$ cat config.mk
export PLATFORM = sky130hd
export DESIGN_NAME = imem_load_ctrl
export DESIGN_NICKNAME = d
export VERILOG_FILES = /design/src/rtl/imem_load_ctrl.sv
export SDC_FILE = /design/constraint.sdc
export NUM_CORES = 1
export LEC_CHECK = 0
export CORE_UTILIZATION = 47
export CTS_BUF_LIST = sky130_fd_sc_hd__clkbuf_8
export DETAILED_ROUTE_END_ITERATION = 6
export PLACE_DENSITY = 0.81
export SETUP_SLACK_MARGIN = 0.05
export SKIP_CTS_REPAIR_TIMING = 1
export SKIP_LAST_GASP = 1
export SLEW_MARGIN = 10
export SYNTH_ARGS = -nofsm -noshare
export SYNTH_HDL_FRONTEND = slang
export SYNTH_SLANG_ARGS = --single-unit
$ cat constraint.sdc
create_clock -name i_clk -period 4 [get_ports i_clk]
set_input_delay 1.2 -clock i_clk [delete_from_list [all_inputs] [get_ports i_clk]]
set_output_delay 1.2 -clock i_clk [all_outputs]
set_load 0.02 [all_outputs]
$ cat src/rtl/imem_load_ctrl.sv
// Instruction-memory port owner: passes core fetches through in RUN, and in a load
// packs a little-endian byte stream into 32-bit words written from BASE_ADDR upward.
module imem_load_ctrl #(
    parameter int                ADDR_W    = 32,
    parameter logic [ADDR_W-1:0] BASE_ADDR = '0,
    parameter logic [31:0]       NOP_INST  = 32'h0000_0013
) (
    input  logic              i_clk,
    input  logic              i_rst,
    input  logic [ADDR_W-1:0] i_core_addr,
    output logic [31:0]       o_core_inst,
    output logic              o_core_hold,
    output logic              o_core_rst,
    input  logic              i_load_start,
    input  logic [ADDR_W-3:0] i_load_len,
    input  logic              i_byte_valid,
    input  logic [7:0]        i_byte_data,
    output logic              o_byte_ready,
    output logic              o_busy,
    output logic [ADDR_W-1:0] o_mem_addr,
    output logic              o_mem_we,
    output logic [31:0]       o_mem_wdata,
    input  logic [31:0]       i_mem_rdata,
    output logic [1:0]        o_dbg_state
);

    typedef enum logic [1:0] {
        RUN     = 2'd0,
        COLLECT = 2'd1,
        WRITE   = 2'd2,
        DONE    = 2'd3
    } state_t;

    state_t            state, state_nx;
    logic [1:0]        byte_cnt;
    logic [ADDR_W-3:0] word_cnt;
    logic [ADDR_W-3:0] len_q;
    logic [31:0]       asm_q;
    logic [ADDR_W-1:0] word_addr;
    logic              byte_hs;
    logic              last_word;

    // Byte handshake: a byte transfers on a rising edge where i_byte_valid and
    // o_byte_ready are both high; the source holds data stable until then.
    assign byte_hs     = i_byte_valid & o_byte_ready;
    assign last_word   = (word_cnt == len_q - 1'b1);
    assign word_addr   = BASE_ADDR + {word_cnt, 2'b00};
    assign o_dbg_state = state;

    always_ff @(posedge i_clk) begin
        if (i_rst) begin
            state    <= RUN;
            byte_cnt <= '0;
            word_cnt <= '0;
            len_q    <= '0;
            asm_q    <= '0;
        end else begin
            state <= state_nx;
            case (state)
                RUN: begin
                    if (i_load_start) begin
                        len_q    <= i_load_len;
                        word_cnt <= '0;
                        byte_cnt <= '0;
                    end
                end
                COLLECT: begin
                    // byte_cnt wraps 3 -> 0 as the word completes
                    if (byte_hs) begin
                        asm_q[{byte_cnt, 3'b000} +: 8] <= i_byte_data;
                        byte_cnt                       <= byte_cnt + 2'd1;
                    end
                end
                WRITE: begin
                    if (!last_word) word_cnt <= word_cnt + 1'b1;
                end
                default: ;
            endcase
        end
    end

    always_comb begin
        state_nx     = state;
        o_core_inst  = NOP_INST;
        o_core_hold  = 1'b1;
        o_core_rst   = 1'b0;
        o_byte_ready = 1'b0;
        o_busy       = 1'b1;
        o_mem_addr   = word_addr;
        o_mem_we     = 1'b0;
        o_mem_wdata  = asm_q;
        case (state)
            RUN: begin
                o_core_hold = 1'b0;
                o_busy      = 1'b0;
                o_mem_addr  = i_core_addr;
                o_core_inst = i_mem_rdata;
                if (i_load_start)
                    state_nx = (i_load_len == '0) ? DONE : COLLECT;
            end
            COLLECT: begin
                o_byte_ready = 1'b1;
                if (i_byte_valid && byte_cnt == 2'd3) state_nx = WRITE;
            end
            WRITE: begin
                o_mem_we = 1'b1;
                state_nx = last_word ? DONE : COLLECT;
            end
            DONE: begin
                o_core_rst = 1'b1;
                state_nx   = RUN;
            end
            default: state_nx = RUN;
        endcase
    end

endmodule

# Yosys cells after proc, flatten, opt, wreduce, memory -nomap -nowiden
# Cells that the tools add are included.
[word_totals]
memories = 0
inputBits = 106
ram_bits = 0
register_bits = 96
out_inout_bits = 103
mem_bits_ro = 0
latchBits = 0
[op_classes]
shift = 2
multipliers = 0
add_sub_neg = 4
magnitude_cmp = 0
n_eq_ne = 9
bitwise_logic = 1
n_div = 0
n_reduce_logical = 10
mux = 18
[op_table]
columns = ["op", "n"]
rows = [
  ["$mux W32", 2],
  ["$mux W30", 2],
  ["$pmux W30 S2", 1],
  ["$bwmux W32", 1],
  ["$shift A8 B7 Y32 const A", 1],
  ["$shiftx A8 B7 Y32", 1],
  ["$add A30 B1 Y30 const B", 1],
  ["$eq A30 B30 Y1", 1],
  ["$logic_not A30 Y1", 1],
  ["$sub A30 B1 Y30 const B", 1],
  ["$mux W2", 6],
  ["$ne A2 B2 Y1 const B", 4],
  ["$pmux W2 S4", 1],
  ["$neg A5 Y7", 1],
  ["$eq A2 B2 Y1 const B", 3],
  ["$reduce_and A2 Y1", 3],
  ["$reduce_and A3 Y1", 2],
  ["$mux W1", 4],
  ["$pmux W2 S2", 1],
  ["$reduce_bool A2 Y1", 2],
  ["$add A2 B1 Y2 const B", 1],
  ["$eq A2 B1 Y1 const B", 1],
  ["$logic_not A2 Y1", 1],
  ["$and A1 B1 Y1", 1],
  ["$logic_and A1 B1 Y1", 1],
]

# Longest topological paths before layout
[depth]
ltp_word = 5
mapped_depth = 14

# Worst setup path before layout
# No wires, ideal clock.
[synth_path]
path_type = "flip-flop to flip-flop"
from = "register len_q[0]"
to = "register word_cnt[0]"
path_buffers = 3
path_slack_ns = 0.499
t_arrival_ns = 3.433
path_stages_with_launch = 15
cell_sequence = "dfxtp_1 inv_1 ha_1 or3b_4 or4_1 a221oi_2 o2111ai_1 or4_4 a2111oi_4 and2_1 buf_4 buf_6 buf_8 o21ai_1 a21oi_2"
[synth_via]
elab_chain_cells = 4
[synth_lines]
columns = ["item", "line_no", "text"]
rows = [
  ["from (decl)", "37", "logic [ADDR_W-3:0] len_q;"],
  ["from (signal assigned)", "62", "len_q <= i_load_len;"],
  ["$sub A30 B1 Y30", "46", "assign last_word = (word_cnt == len_q - 1'b1);"],
  ["$eq A30 B30 Y1", "46", ""],
  ["$ne A2 B2 Y1 (no line)", "n/a", ""],
  ["$reduce_and A3 Y1 (no line)", "n/a", ""],
  ["to (signal assigned)", "75", "if (!last_word) word_cnt <= word_cnt + 1'b1;"],
  ["to (decl)", "36", "logic [ADDR_W-3:0] word_cnt;"],
]
# Every way passes these cells.
# A chain may end at the register's enable or synchronous reset.

# Worst setup path after layout
[layout_path]
from = "input i_mem_rdata[1]"
to = "output o_core_inst[1]"
[layout_via]
elab_chain_cells = 1
[layout_lines]
columns = ["item", "line_no", "text"]
rows = [
  ["from (decl)", "23", "input logic [31:0] i_mem_rdata,"],
  ["$mux W32", "92", "case (state)"],
  ["to (decl)", "11", "output logic [31:0] o_core_inst,"],
]
# Every way passes these cells.

==> run summary <==
post-layout util -> 68.3%
CTS tree -> built
Antenna Nets Post-Route -> 0
Unique masters post-synth -> 63
worst slew pin tran -> 0.863 ns
WL/cell -> 15.6 um
register area share after synthesis -> 32.6%
Placed Instances -> 1,099
WL final -> 17,400 um
Fin. Hold Viols -> 0
Hold Crit Depth -> 2
syn avg cell area -> 7.73 um2
Area growth syn-to-layout -> 40.3%
critical-path maximum fanout -> 1
R2R cell count -> 12
max-cap violations -> 0
Core ar. -> 12,100 um2
fill count -> 1,067
first-pass GRT wire length -> 27,400 um
share of cells above drive strength 1 -> 8.25%
crit share post-route -> 91.3%
Die Width -> 114 um
drt pass-1 iters -> 4
CP max-delay cell -> clkdlybuf4s50_1
CP peak stage delay -> 0.56 ns
placer congestion estimate -> 0.897
Initial Utilization -> 48.6%
status -> finished clean
RSZ-0062 raised after global routing -> false
via count -> 6,201
CP bufs+invs -> 2
TNS Setup -> 0 ns
hold path start -> o_mem_wdata[21]
Peak Freq -> 274 MHz
critical path class -> in2out
leak pwr -> 2.84 nW
Slew Viols, Final -> 0
YS warnings -> 0
Boundary Pins -> 209
CTS Buffer Depth -> 2
CP endpoint kind -> output pin
DP Worst Slack -> 0.352 ns
reg2reg setup slack -> 0.38 ns
die height -> 114 um
Worst Setup Slack, final -> 0.348 ns
clk_lat worst skew -> 0.38 ns
port bufs -> 208
Crit path required time -> 2.80 ns
vias in the first global route -> 5,608
Min-Delay Path Class -> reg2reg
max_slew headroom -> 42.3%
r2r endpoint -> word_cnt[8]
CP startpoint kind -> primary input
mapped cell area -> 5890 um2
initial antenna violation count -> 0
Post-synth EDFFs -> 0
Cells after Synth -> 762
Clock transition at path regs -> 0.09 ns
# setup viols final -> 0
Worst Skew -> 0.00681 ns
Final Non-Filler Cells -> 1,114
Top delay family on crit path -> buffers and inverters
CP most frequent cell -> clkdlybuf4s50_1
Sink Count -> 96
Clock Tree Root -> clkbuf_8
Syn Nets -> 875
synthesized flop and latch total -> 96
DRC errors left -> 0
NumNets Final -> 1,055
ys flop type -> dfxtp_1
FF-to-FF Start -> len_q[1]
CTS buffer count -> 9
row count -> 40
Total GRT Usage -> 26.3%
vias per cell -> 5.57
number of diodes -> 0
die area -> 13,000 um2
Period minus WS final -> 3.65 ns
WHS Endpoint -> o_mem_wdata[21]
crit-path cells -> clkdlybuf4s50_1 > or3_1 > clkdlybuf4s50_1
Initial DRC Count -> 245
DPL Wire Length -> 13,200 um
H-tree depth -> 3
largest net degree at the start of global routing -> 72
VDD IR max -> 0.286 mV
Critical Path AT -> 2.45 ns
GRT overflow -> 0
PwrDens -> 273 nW/um2
FFs w/ async S/R, synth -> 0%
-- kinds of logic (layout without fill, tap and decap cells) --
family | count (synthesis) | count (layout) | synth area share, %
AOI/OAI and AO/OA | 156 | 156 | 16.0
xor gates and xnor gates | 33 | 33 | 4.91
adders and majority gates | 7 | 7 | 1.49
buffers and inverters | 69 | 253 | 5.27
DFF | 96 | 96 | 32.6
muxes | 33 | 33 | 6.22
and+or+nand+nor | 368 | 368 | 33.5
-- metrics by stage --
| stage | power, W | instance area (um2) | hold slack (ns) |
|---|---|---|---|
| after detailed placement | 0.00167 | 8090 | 0.442 |
| after global routing | 0.00235 | 8270 | 0.475 |
| after global placement | 0.00166 | 8090 | 0.437 |
| final | 0.00226 | 8270 | 0.451 |
| after floorplan | 0.00137 | 5890 | 0.449 |
| after CTS | 0.00227 | 8270 | 0.456 |
-- registers in the layout (all words and copies together), names as in the netlist --
signal       count
len_q           30
o_dbg_state      2
byte_cnt         2
o_mem_wdata     32
word_cnt        30
-- cell usage after synthesis, drive strengths merged, types with 7 or more instances --
library cell  number  area (um2)
a21oi             88         444
a22oi              9        67.6
and2              41         257
and3              17         106
buf               17         115
clkbuf            42         158
dfxtp             96        1920
ha                 7        87.6
inv               10        37.5
mux2              29         327
nand2            111         417
nand2b             8        50.1
nand3             46         230
nand4             18         113
nor2              31         116
nor3              10        55.1
nor4              21         146
o21ai             21         105
o31ai             10        75.1
or3               22         138
or4               15         116
xnor2             24         210
xor2               9        78.8
-- layer usage --
metal | GRT usage, % | part of all wire (%)
met1 | 32.4 | 42
met2 | 43.7 | 47
met3 | 7.81 | 9.4
met4 | 8.92 | 1.8
met5 | 0 | 0
-- tightest hold or removal path, stage by stage, from the launching register on --
cell and delay, ns:
dfxtp_1 0.32, nand2_1 0.05, a21oi_1 0.05
-- placed cells by master (no fill, tap or decap), types with 6 or more instances in the layout --
cell and instances:
a22oi_1 9, nand4_1 18, nand2_1 111, ha_1 7
mux2_2 29, xnor2_1 24, clkbuf_8 11, nor3_1 9
inv_1 11, o31ai_1 10, buf_4 18, and2_1 41
or3_1 22, and3_1 17, dfxtp_1 96, clkdlybuf4s50_1 207
nand2b_1 8, nor4_1 20, a21oi_1 87, or4_1 14
xor2_1 9, nand3_1 46, nor2_1 30, o21ai_0 6
o21ai_1 15
-- how the worst max path moves through the flow --
stage | slack [ns] | from | end | cells past startpoint
after global routing | 0.23 | len_q[0] | word_cnt[8] | 12
after floorplan | 0.50 | len_q[0] | word_cnt[0] | 14
after detailed placement | 0.35 | i_mem_rdata[1] | o_core_inst[1] | 3
after global placement | 0.35 | i_mem_rdata[1] | o_core_inst[1] | 3
after CTS | 0.34 | i_mem_rdata[1] | o_core_inst[1] | 3
final | 0.35 | i_mem_rdata[1] | o_core_inst[1] | 3
-- report_power, final --
part | switching, W | internal (W) | leakage, nW
Clock | 0.000352 | 0.000258 | 0.0932
Combinational | 0.000302 | 0.000332 | 1.97
Sequential | 0.0000361 | 0.000978 | 0.779
Total | 0.000690 | 0.00157 | 2.84
-- cell type report --
class / count / area, um2 / share of cell area [%]
clock inverter: 4 / 28.8 / 0.348
timing repair buffer: 228 / 2250 / 27.2
tap: 168 / 210 / 2.54
inverter: 10 / 37.5 / 0.454
sequential: 96 / 1920 / 23.2
clock buffer: 11 / 151 / 1.83
multi-input combinational: 597 / 3670 / 44.3
Power figures use the tool's default switching activity.
